File: config.mk
export PLATFORM = sky130hd
export DESIGN_NAME = fetch_queue
export DESIGN_NICKNAME = d
export VERILOG_FILES = /design/src/rtl/fetch_queue.sv
export SDC_FILE = /design/constraint.sdc
export NUM_CORES = 1
export LEC_CHECK = 0
export CORE_MARGIN = 3
export CORE_UTILIZATION = 54
export DETAILED_ROUTE_END_ITERATION = 10
export GPL_ROUTABILITY_DRIVEN = 0
export MAX_ROUTING_LAYER = met4
export PLACE_DENSITY = 0.8
export SYNTH_ARGS = -nofsm -noshare
export SYNTH_HDL_FRONTEND = slang
export SYNTH_SLANG_ARGS = --single-unit
File: constraint.sdc
create_clock -name clk -period 3.1 [get_ports clk]
set_clock_uncertainty 0.05 [all_clocks]
set_input_delay 0.62 -clock clk [delete_from_list [all_inputs] [get_ports clk]]
set_output_delay 0.62 -clock clk [all_outputs]
set_load 0.01 [all_outputs]
File: src/rtl/fetch_queue.sv
// Instruction fetch queue: issues PC-addressed reads to a synchronous memory and buffers tagged returns.
// Optional FETCH_BYPASS_EN presents return data directly when the queue is empty.
module fetch_queue #(
    parameter int ADDR_W  = 8,
    parameter int INSTR_W = 8,
    parameter int DEPTH   = 4,
    parameter int MEM_LAT = 1
) (
    input  logic                     clk,
    input  logic                     reset_n,
    input  logic [ADDR_W-1:0]        pc,
    output logic                     pc_advance,
    input  logic                     flush,
    output logic                     mem_req,
    output logic [ADDR_W-1:0]        mem_addr,
    input  logic [INSTR_W-1:0]       mem_rdata,
    output logic                     instr_valid,
    input  logic                     instr_ready,
    output logic [INSTR_W-1:0]       instr,
    output logic [ADDR_W-1:0]        instr_pc,
    output logic [$clog2(DEPTH):0]   count
);

    localparam int IDX_W = $clog2(DEPTH);
    localparam int PTR_W = IDX_W + 1;
    localparam logic [PTR_W:0] DEPTH_C = (PTR_W + 1)'(DEPTH);

    logic [PTR_W-1:0]   wr_ptr, rd_ptr;
    logic [INSTR_W-1:0] data_q [DEPTH];
    logic [ADDR_W-1:0]  addr_q [DEPTH];
    logic [MEM_LAT-1:0] tag_valid;
    logic [ADDR_W-1:0]  tag_pc [MEM_LAT];

    logic [PTR_W-1:0]   inflight;
    logic [PTR_W:0]     credit_used;
    logic               fifo_empty, fifo_full;
    logic               issue, ret_valid, bypass, push, head_pop;
    logic [ADDR_W-1:0]  ret_pc;

    always_comb begin
        inflight = '0;
        for (int i = 0; i < MEM_LAT; i++)
            inflight = inflight + PTR_W'(tag_valid[i]);
    end

    assign count       = wr_ptr - rd_ptr;
    assign credit_used = {1'b0, count} + {1'b0, inflight};
    assign fifo_empty  = (wr_ptr == rd_ptr);
    assign fifo_full   = (wr_ptr[IDX_W] != rd_ptr[IDX_W]) &&
                         (wr_ptr[IDX_W-1:0] == rd_ptr[IDX_W-1:0]);

    // Credit uses registered occupancy only, so instr_ready never reaches mem_req.
    assign issue      = reset_n && !flush && (credit_used < DEPTH_C);
    assign mem_req    = issue;
    assign pc_advance = issue;
    assign mem_addr   = pc;

    assign ret_valid = tag_valid[MEM_LAT-1];
    assign ret_pc    = tag_pc[MEM_LAT-1];

    // Decoder handshake: an entry transfers on a cycle where instr_valid && instr_ready;
    // while instr_valid is high and instr_ready low, instr/instr_pc hold their value.
`ifdef FETCH_BYPASS_EN
    assign bypass = ret_valid && fifo_empty && !flush;
    always_comb begin
        instr_valid = 1'b0;
        instr       = '0;
        instr_pc    = '0;
        if (!fifo_empty) begin
            instr_valid = 1'b1;
            instr       = data_q[rd_ptr[IDX_W-1:0]];
            instr_pc    = addr_q[rd_ptr[IDX_W-1:0]];
        end else if (bypass) begin
            instr_valid = 1'b1;
            instr       = mem_rdata;
            instr_pc    = ret_pc;
        end
    end
`else
    assign bypass = 1'b0;
    always_comb begin
        instr_valid = 1'b0;
        instr       = '0;
        instr_pc    = '0;
        if (!fifo_empty) begin
            instr_valid = 1'b1;
            instr       = data_q[rd_ptr[IDX_W-1:0]];
            instr_pc    = addr_q[rd_ptr[IDX_W-1:0]];
        end
    end
`endif

    assign head_pop = instr_valid && instr_ready && !fifo_empty;
    assign push     = ret_valid && !flush && !(bypass && instr_ready);

    always_ff @(posedge clk or negedge reset_n) begin
        if (!reset_n) begin
            wr_ptr    <= '0;
            rd_ptr    <= '0;
            tag_valid <= '0;
            for (int i = 0; i < MEM_LAT; i++) tag_pc[i] <= '0;
        end else begin
            for (int i = MEM_LAT - 1; i > 0; i--) tag_pc[i] <= tag_pc[i-1];
            tag_pc[0] <= pc;
            if (flush) begin
                // Squash everything: returning data for invalidated tags is dropped.
                wr_ptr    <= '0;
                rd_ptr    <= '0;
                tag_valid <= '0;
            end else begin
                if (push)     wr_ptr <= wr_ptr + 1'b1;
                if (head_pop) rd_ptr <= rd_ptr + 1'b1;
                for (int i = MEM_LAT - 1; i > 0; i--) tag_valid[i] <= tag_valid[i-1];
                tag_valid[0] <= issue;
            end
        end
    end

    always_ff @(posedge clk) begin
        if (push) begin
            data_q[wr_ptr[IDX_W-1:0]] <= mem_rdata;
            addr_q[wr_ptr[IDX_W-1:0]] <= ret_pc;
        end
    end

    no_overflow_a: assert property (@(posedge clk) disable iff (!reset_n) !(push && fifo_full));

endmodule
* Yosys cells after proc, flatten, opt, wreduce, memory -nomap -nowiden
Memory sizes are Yosys's and may differ from the RTL's.
Index checks and enable logic that the tools add are counted.
** Storage, ports and cells
- Register bits after elaboration :: 15
- Bits in latches :: 0
- RAM bits :: 64
- Bits in read-only memories :: 0
- Output and inout port bits :: 30
- Memories :: 2
** Cells by class
- Add/subtract/negate cells :: 4
- Multipliers :: 0
- Divide/modulo/power cells :: 0
- $lt $le $gt $ge :: 1
- Eq/ne operators :: 1
- Shift operators :: 0
- Multiplexer cells :: 10
- Bitwise gates (word level) :: 0
- Reduce and logical (&&, ||, !) cells :: 9
** Memory list
- addr_q :: depth 4, bits a word 8, read ports 1, clocked after memory_dff 0, wr ports 1, line 30 : logic [ADDR_W-1:0] addr_q [DEPTH];
- data_q :: depth 4, bits a word 8, read ports 1, clocked after memory_dff 0, wr ports 1, line 29 : logic [INSTR_W-1:0] data_q [DEPTH];
** Operators by type and width (number)
- $mux W8 :: 2
- $mux W3 :: 4
- $add A3 B1 Y3 const B :: 2
- $logic_and A1 B1 Y1 :: 5
- $add A3 B1 Y4 :: 1
- $lt A4 B3 Y1 const B :: 1
- $mux W1 :: 4
- $reduce_bool A2 Y1 :: 2
- $eq A3 B3 Y1 :: 1
- $sub A3 B3 Y3 :: 1
- $logic_not A1 Y1 :: 2

* Longest topological paths before layout
Gate-level depths: netlist of run 1.
- Depth after elaboration :: 6
- Depth in mapped cells :: 8

* Worst setup path before layout of run 1
Ideal clock, no wire load.
- Path type :: register to output
- From :: register wr_ptr[0]
- To :: output port pc_advance
- Arrival time :: 1.917 ns
- Data required time :: 2.430 ns
- Slack :: 0.513 ns
- Stages on the path, launching flop included :: 7
- Path through :: dfrtp_1 -> inv_1 -> ha_1 -> fa_1 -> xnor2_1 -> a311oi_1 -> buf_4
** On the way
- Cells in the longest elaborated chain, start to end :: 4
** Ends and longest elaborated chain
- start: declaration :: line 28 : logic [PTR_W-1:0] wr_ptr, rd_ptr;
- start signal: assignment :: line 111 : if (push) wr_ptr <= wr_ptr + 1'b1;
- $sub A3 B3 Y3 :: line 46 : assign count = wr_ptr - rd_ptr;
- named net count[2] :: line 21 : output logic [$clog2(DEPTH):0] count
- $add A3 B1 Y4 :: line 47 : assign credit_used = {1'b0, count} + {1'b0, inflight};
- $lt A4 B3 Y1 :: line 53 : assign issue = reset_n && !flush && (credit_used < DEPTH_C);
- $logic_and A1 B1 Y1 :: line 53
- end: declaration :: line 12 : output logic pc_advance,
The timed path passes the listed nets, and every way through them passes these cells.

* Worst setup path after layout of run 1
- From :: register wr_ptr[0]
- To :: output port count[2]
** On the way
- Cells in the longest elaborated chain, start to end :: 1
** Ends and longest elaborated chain (line)
- $sub A3 B3 Y3 :: 46
- end: declaration :: 21
No other way between the ends.

==> out/summary.json, run 1 <==
{
  "status": {"value": "finished, final reports clean"},
  "placementRows": {"value": 28},
  "cts.path.max_buffers": {"value": 2},
  "hold_path_class": {"value": "register to register"},
  "worstSkewPairLatency": {"value": 0.33, "unit": "ns"},
  "clock_sink_count": {"value": 79},
  "setup_violations": {"value": 0},
  "initial_utilization": {"value": 56.39, "unit": "%"},
  "post_route_cells_drive_above_1_share": {"value": 18.41, "unit": "%"},
  "synthesis.area": {"value": 3358, "unit": "um^2"},
  "drt-total-wl": {"value": 5.775, "unit": "mm"},
  "dpl_cell_area": {"value": 3872, "unit": "um^2"},
  "normalized_max_slew_margin": {"value": 75.50, "unit": "%"},
  "post_synth.cell_area_avg": {"value": 18.97, "unit": "um^2"},
  "vias": {"value": 1718},
  "power-per-cell-area": {"value": 739.2, "unit": "nW/um^2"},
  "tritoncts": {"value": "done"},
  "fp.dieH": {"value": 84.86, "unit": "um"},
  "post_detailed_route_drc_marker_count": {"value": 0},
  "core_area": {"value": 5956, "unit": "um^2"},
  "n_fill_cell": {"value": 410},
  "most-common-layout-cells": {"value": "sky130_fd_sc_hd__edfxtp_1 (64), sky130_fd_sc_hd__clkdlybuf4s50_1 (38), sky130_fd_sc_hd__dfrtp_1 (15)"},
  "grt_pass1_wl": {"value": 9.308, "unit": "mm"},
  "period_needed": {"value": 3.018, "unit": "ns"},
  "synth_nets": {"value": 205},
  "place_hpwl": {"value": 3.856, "unit": "mm"},
  "antennaDiodeCount": {"value": 0},
  "cts.clk_slew.worst_paths": {"value": 0.07, "unit": "ns"},
  "crit_path_max_fanout": {"value": 4},
  "avgViaCountPerCell": {"value": 5.471},
  "slew_viol_final": {"value": 0},
  "cp_data_required_time": {"value": 2.43, "unit": "ns"},
  "initialDrtViolationCount": {"value": 77},
  "io_pins": {"value": 50},
  "cts-htree-levels": {"value": 3},
  "number_of_antenna_violations_at_the_first_check_in_global_routing": {"value": 0},
  "power_leakage": {"value": 0.001587, "unit": "uW"},
  "hold-worst-slack": {"value": 0.4458, "unit": "ns"},
  "dpl_cells": {"value": 293},
  "ys_seq_elements": {"value": 79},
  "portBuffers": {"value": 49},
  "areaGrowthSynthToFinish": {"value": 22.32, "unit": "%"},
  "layout.nets": {"value": 262},
  "wire_per_inst": {"value": 18.39, "unit": "um"},
  "globalRouteOverflowTotal": {"value": 0},
  "arrival": {"value": 2.35, "unit": "ns"},
  "cts_buffers": {"value": 9},
  "drtPass1Iterations": {"value": 4},
  "drv_cap": {"value": 0},
  "grt_pass1_vias": {"value": 1800},
  "setup.worst_path.class": {"value": "register to output pin"},
  "yosysWarnings": {"value": 0},
  "finalNonFillerCells": {"value": 314},
  "die-area": {"value": 7201, "unit": "um^2"},
  "die_w": {"value": 84.86, "unit": "um"},
  "final-hold-violation-count": {"value": 0},
  "antenna_left": {"value": 0},
  "worstSetupStartpointType": {"value": "register"},
  "final-seq-area": {"value": 2297, "unit": "um^2"},
  "synth.lib_cells_used.distinct": {"value": 33},
  "critical_path.endpoint_type": {"value": "output pin"},
  "total_power": {"value": 3036, "unit": "uW"},
  "clock.fmax": {"value": 331.4, "unit": "MHz"},
  "synth_sequential_area_ratio": {"value": 68.41, "unit": "%"},
  "timing.setup.tns": {"value": 0, "unit": "ns"},
  "final_common_cell": {"value": "sky130_fd_sc_hd__edfxtp_1"},
  "grt_util_all_layers": {"value": 18.10, "unit": "%"},
  "multi_input_area": {"value": 913.4, "unit": "um^2"},
  "worst_vdd_ir": {"value": 0.0006077, "unit": "V"},
  "grt_max_degree": {"value": 21},
  "final_min_period_over_clock_period": {"value": 97.34, "unit": "%"},
  "slew_worst_pin": {"value": 0.3656, "unit": "ns"},
  "synthCells": {"value": 177},
  "design_area": {"value": 4108, "unit": "um^2"},
  "root_buffer": {"value": "sky130_fd_sc_hd__clkbuf_8"}
}
[cell type report]
| cell class | instances | area share, % |
|---|---|---|
| Tap cell | 75 | 2.284 |
| Clock inverter | 5 | 0.6092 |
| Multi-Input combinational cell | 75 | 22.24 |
| Clock buffer | 11 | 3.198 |
| Sequential cell | 79 | 55.92 |
| Inverter | 7 | 0.6397 |
| Timing Repair Buffer | 62 | 15.11 |
[critical path, stage by stage, from the launching register on]
cell and delay, ns:
sky130_fd_sc_hd__dfrtp_1 0.40, sky130_fd_sc_hd__inv_1 0.10, sky130_fd_sc_hd__ha_1 0.21, sky130_fd_sc_hd__fa_1 0.37, sky130_fd_sc_hd__xnor2_1 0.31, sky130_fd_sc_hd__clkdlybuf4s50_1 0.61
[logic make-up after synthesis]
| group | share of synthesized area, % |
|---|---|
| flops | 68.41 |
| simple gates | 8.719 |
| buf+inv | 4.657 |
| mux | 12.37 |
| fa+ha+maj | 3.204 |
| compound gates | 1.379 |
| xor+xnor | 1.267 |
[what timing repair did]
action / 4_1_cts / 5_1_grt
setup endpoints to repair: 13 / 16
hold buffers: 0 / 0
buffers inserted: 3 / 2
resized for setup: 4 / 9
pin swaps: 0 / 1
[flip-flops by register name, summed over array words and instances (netlist names)]
signal     cells
addr_q        32
data_q        32
rd_ptr         3
ret_pc         8
ret_valid      1
wr_ptr         3
[through the flow]
step	worst slack [ns]	util (%)
3_5_place_dp	0.2357	65.02
2_1_floorplan	0.5127	-
3_3_place_gp	0.2971	65.02
6_report	0.08245	68.97
4_1_cts	0.04526	68.34
5_1_grt	-0.008320	68.97
[routing by layer]
| layer | track usage, % | routed length, um | vias up |
|---|---|---|---|
| li1 | - | - | 784 |
| met1 | 20.86 | 2337 | 866 |
| met2 | 30.11 | 3021 | 52 |
| met3 | 4.660 | 274 | 16 |
| met4 | 7.914 | 142 | 0 |
| met5 | - | 0 | - |
[report_power, final]
group          switching, uW  internal, uW  total (uW)
logic                    526           678        1200
registers               29.0          1200        1220
clock network            326           283         609
total                    881          2160        3040
[cells in the mapped netlist]
cell	instances	area (um^2)
sky130_fd_sc_hd__a311oi_1	2	17.52
sky130_fd_sc_hd__a31oi_1	2	12.51
sky130_fd_sc_hd__and2_1	4	25.02
sky130_fd_sc_hd__and2b_4	1	10.01
sky130_fd_sc_hd__buf_12	1	20.02
sky130_fd_sc_hd__buf_2	1	5.000
sky130_fd_sc_hd__buf_4	10	75.07
sky130_fd_sc_hd__buf_6	2	22.52
sky130_fd_sc_hd__clkbuf_1	2	7.510
sky130_fd_sc_hd__dfrtp_1	15	375.4
sky130_fd_sc_hd__edfxtp_1	64	1922
sky130_fd_sc_hd__fa_1	1	20.02
sky130_fd_sc_hd__ha_1	7	87.58
sky130_fd_sc_hd__inv_1	7	26.28
sky130_fd_sc_hd__mux2_2	1	11.26
sky130_fd_sc_hd__mux2i_1	1	10.01
sky130_fd_sc_hd__mux4_1	9	236.5
sky130_fd_sc_hd__mux4_2	7	157.7
sky130_fd_sc_hd__nand2_1	5	18.77
sky130_fd_sc_hd__nand2b_1	1	6.260
sky130_fd_sc_hd__nand3b_1	1	7.510
sky130_fd_sc_hd__nand4b_1	2	17.52
sky130_fd_sc_hd__nand4bb_1	1	11.26
sky130_fd_sc_hd__nor2_1	4	15.01
sky130_fd_sc_hd__nor2b_1	10	62.56
sky130_fd_sc_hd__nor2b_4	7	96.34
sky130_fd_sc_hd__nor3b_1	1	7.510
sky130_fd_sc_hd__o211ai_1	1	7.510
sky130_fd_sc_hd__o311ai_0	1	8.760
sky130_fd_sc_hd__or3_1	1	6.260
sky130_fd_sc_hd__or3b_1	1	8.760
sky130_fd_sc_hd__xnor2_1	3	26.28
sky130_fd_sc_hd__xnor2_2	1	16.27
[final timing paths]
check	start	endpoint	slack, ns	cells after the start
max	wr_ptr[0]	count[2]	0.08	5
min	ret_pc[6]	addr_q[1][6]	0.45	0
max reg2reg	wr_ptr[0]	ret_valid	1.35	5
min reg2reg	ret_pc[6]	addr_q[1][6]	0.45	0
max in group asynchronous	reset_n	ret_pc[5]	2.24	2
min in group asynchronous	reset_n	ret_pc[1]	0.57	2
No activity file was read; power rests on OpenSTA's default activity.
==> run 2: changes to the inputs <==
- CORE_MARGIN: 3 -> 2
- CTS_CLUSTER_DIAMETER: not set -> 80
==> run 2 against run 1 <==
  * Register-to-register slack better by 0.11 ns
  * Hold slack got worse by 0.0011 ns
  * Combinational power about the same
  * Power up 3.2%
  * Global-route usage shrank 0.33 points
  * Critical path type unchanged
==> out/summary.json, run 2 (synthesis results as in run 1) <==
{
  "tritoncts": {"value": "done"},
  "vias": {"value": 1686, "change": "-1.9%"},
  "endpoint": {"value": "instr_pc[3]"},
  "crit-reg2reg-launch": {"value": "rd_ptr[0]"},
  "cts.clk_slew.worst_paths": {"value": 0.08, "unit": "ns", "change": "about the same"},
  "cp.buffers_inverters": {"value": 2, "change": "unchanged"},
  "crit_path_max_fanout": {"value": 6, "change": "+2"},
  "drt-total-wl": {"value": 5.574, "unit": "mm", "change": "-3.5%"},
  "fp.dieH": {"value": 82.86, "unit": "um", "change": "-2.4%"},
  "grt_max_degree": {"value": 21, "change": "unchanged"},
  "normalized_max_slew_margin": {"value": 77.08, "unit": "%", "change": "+1.6 points"},
  "portBuffers": {"value": 49, "change": "unchanged"},
  "cp_data_required_time": {"value": 2.43, "unit": "ns", "change": "about the same"},
  "n_fill_cell": {"value": 381, "change": "-7.1%"},
  "timing.reg2reg.worst_path_depth": {"value": 5, "change": "unchanged"},
  "grt_setup_unrepaired": {"value": "false"},
  "timing.setup.tns": {"value": 0, "unit": "ns", "change": "unchanged"},
  "avgViaCountPerCell": {"value": 5.387, "change": "-1.5%"},
  "final-hold-violation-count": {"value": 0, "change": "unchanged"},
  "critical_path_depth": {"value": 6, "change": "+1"},
  "critical_path.endpoint_type": {"value": "output pin"},
  "slew_worst_pin": {"value": 0.3438, "unit": "ns", "change": "-0.02183 ns"},
  "arrival": {"value": 2.31, "unit": "ns", "change": "-0.04 ns"},
  "slew_viol_final": {"value": 0, "change": "unchanged"},
  "die-area": {"value": 6866, "unit": "um^2", "change": "-4.7%"},
  "clock_sink_count": {"value": 79, "change": "unchanged"},
  "multi_input_area": {"value": 907.1, "unit": "um^2", "change": "-0.68%"},
  "wire_per_inst": {"value": 17.81, "unit": "um", "change": "-3.2%"},
  "cts.path.max_buffers": {"value": 2, "change": "unchanged"},
  "final-seq-area": {"value": 2297, "unit": "um^2", "change": "unchanged"},
  "grt_pass1_wl": {"value": 8.880, "unit": "mm", "change": "-4.6%"},
  "grt_pass1_vias": {"value": 1704, "change": "-5.3%"},
  "final_min_period_over_clock_period": {"value": 96.02, "unit": "%", "change": "-1.3 points"},
  "critPathSlowestCell": {"value": "sky130_fd_sc_hd__clkdlybuf4s50_1"},
  "root_buffer": {"value": "sky130_fd_sc_hd__clkbuf_8"},
  "cts_buffers": {"value": 9, "change": "unchanged"},
  "power-per-cell-area": {"value": 763.9, "unit": "nW/um^2", "change": "+3.3%"},
  "crit_start": {"value": "wr_ptr[1]"},
  "die_w": {"value": 82.86, "unit": "um", "change": "-2.4%"},
  "period_needed": {"value": 2.977, "unit": "ns", "change": "-0.04094 ns"},
  "number_of_antenna_violations_at_the_first_check_in_global_routing": {"value": 0, "change": "unchanged"},
  "post_detailed_route_drc_marker_count": {"value": 0, "change": "unchanged"},
  "dpl_cell_area": {"value": 3872, "unit": "um^2", "change": "unchanged"},
  "total_power": {"value": 3135, "unit": "uW", "change": "+3.2%"},
  "r2r_setup_slack": {"value": 1.46, "unit": "ns", "change": "+0.11 ns"},
  "globalRouteOverflowTotal": {"value": 0, "change": "unchanged"},
  "crit_path_cell_trace": {"value": "ha_1 -> nand2_2 -> and2b_4 -> buf_4 -> nor2b_1 -> clkdlybuf4s50_1"},
  "design_area": {"value": 4104, "unit": "um^2", "change": "about the same"},
  "antenna_left": {"value": 0, "change": "unchanged"},
  "layout.nets": {"value": 261, "change": "-0.38%"},
  "clock.fmax": {"value": 336.0, "unit": "MHz", "change": "+1.4%"},
  "status": {"value": "finished, final reports clean"},
  "cts-htree-levels": {"value": 3, "change": "unchanged"},
  "setup.worst_path.class": {"value": "register to output pin"},
  "setup_violations": {"value": 0, "change": "unchanged"},
  "drtPass1Iterations": {"value": 4, "change": "unchanged"},
  "drv_cap": {"value": 0, "change": "unchanged"},
  "worstSkewPairLatency": {"value": 0.34, "unit": "ns", "change": "about the same"},
  "hold_path_class": {"value": "register to register"},
  "placementRows": {"value": 28, "change": "unchanged"},
  "worst_vdd_ir": {"value": 0.0004958, "unit": "V", "change": "-18%"},
  "areaGrowthSynthToFinish": {"value": 22.21, "unit": "%", "change": "about the same"},
  "io_pins": {"value": 50, "change": "unchanged"},
  "worstSetupStartpointType": {"value": "register"},
  "cpLargestDelayFamily": {"value": "buffers and inverters"},
  "postLayoutCoreUtil": {"value": 68.91, "unit": "%", "change": "about the same"},
  "initialDrtViolationCount": {"value": 66, "change": "-14%"},
  "place_hpwl": {"value": 3.568, "unit": "mm", "change": "-7.5%"},
  "power_leakage": {"value": 0.001456, "unit": "uW", "change": "-8.2%"},
  "critical-path-max-stage-delay": {"value": 0.55, "unit": "ns", "change": "-0.06 ns"},
  "final_common_cell": {"value": "sky130_fd_sc_hd__edfxtp_1"},
  "grt_util_all_layers": {"value": 17.77, "unit": "%", "change": "-0.33 points"},
  "initial_utilization": {"value": 56.39, "unit": "%", "change": "unchanged"},
  "regToRegEndpoint": {"value": "rd_ptr[2]"},
  "antennaDiodeCount": {"value": 0, "change": "unchanged"},
  "post_route_cells_drive_above_1_share": {"value": 18.91, "unit": "%", "change": "+0.50 points"},
  "most-common-layout-cells": {"value": "sky130_fd_sc_hd__edfxtp_1 (64), sky130_fd_sc_hd__clkdlybuf4s50_1 (47), sky130_fd_sc_hd__dfrtp_1 (15)"},
  "core_area": {"value": 5956, "unit": "um^2", "change": "unchanged"},
  "post_cts_hold_buffer_count": {"value": 0, "change": "unchanged"}
}
==> run 2: cell count changes in the layout (fill, tap and decap cells not counted), sizes merged <==
cell,previous run,this run
buf,13,12
bufinv,0,1
clkdlybuf4s50,38,47
dlymetal6s2s,9,0
clkbuf,11,10
==> run 2: worst min path at each step <==
stage / from / end / slack [ns] / depth (start not counted)
2_1_floorplan: reset_n / rd_ptr[0] / 0.27 / 0
3_3_place_gp: ret_pc[5] / addr_q[0][5] / 0.42 / 0
3_5_place_dp: ret_pc[1] / addr_q[1][1] / 0.43 / 0
4_1_cts: ret_pc[1] / addr_q[3][1] / 0.44 / 0
5_1_grt: ret_pc[3] / addr_q[3][3] / 0.47 / 0
6_report: ret_pc[1] / addr_q[3][1] / 0.44 / 0
==> run 2: report_power, final <==
part / internal (uW) / total, uW / switching (uW) / leakage (uW)
clock: 369 / 726 / 357 / 0.0000960
sequential: 1190 / 1220 / 26.5 / 0.000766
combinational: 671 / 1190 / 516 / 0.000594
==> run 2: area by class of cell <==
cell class	instances	share of cell area (%)
Sequential cell	79	55.98
Multi-Input combinational cell	75	22.10
Timing Repair Buffer	61	14.39
Clock buffer	10	3.110
Tap cell	75	2.287
Clock inverter	6	1.494
Inverter	7	0.6402
==> run 2: through the flow <==
step,setup slack [ns],cells,hold WS [ns]
floorplan,0.5127,177,0.2744
global placement,0.2956,293,0.4154
detailed placement,0.2275,293,0.4270
CTS,0.02888,311,0.4441
global route,0.01068,313,0.4650
finish,0.1234,313,0.4447
==> run 2: per-layer routing <==
layer	share of wire (%)	GRT usage [%]	vias up
li1	-	-	779
met1	44	22.33	857
met2	51	27.93	42
met3	3.6	5.765	8
met4	1.2	5.365	0
met5	0	-	-
==> run 2: what timing repair did <==
item / CTS / global route
setup buffers: 2 / 2
gates resized for setup: 3 / 0
setup endpoints to repair: 15 / 17
pin swaps: 0 / 0
==> run 3: changes to the inputs <==
- ABC_CLOCK_PERIOD_IN_PS: not set -> 3100
==> results of run 3 <==
No change in the layout: final DEF, timing and power equal those of run 2.
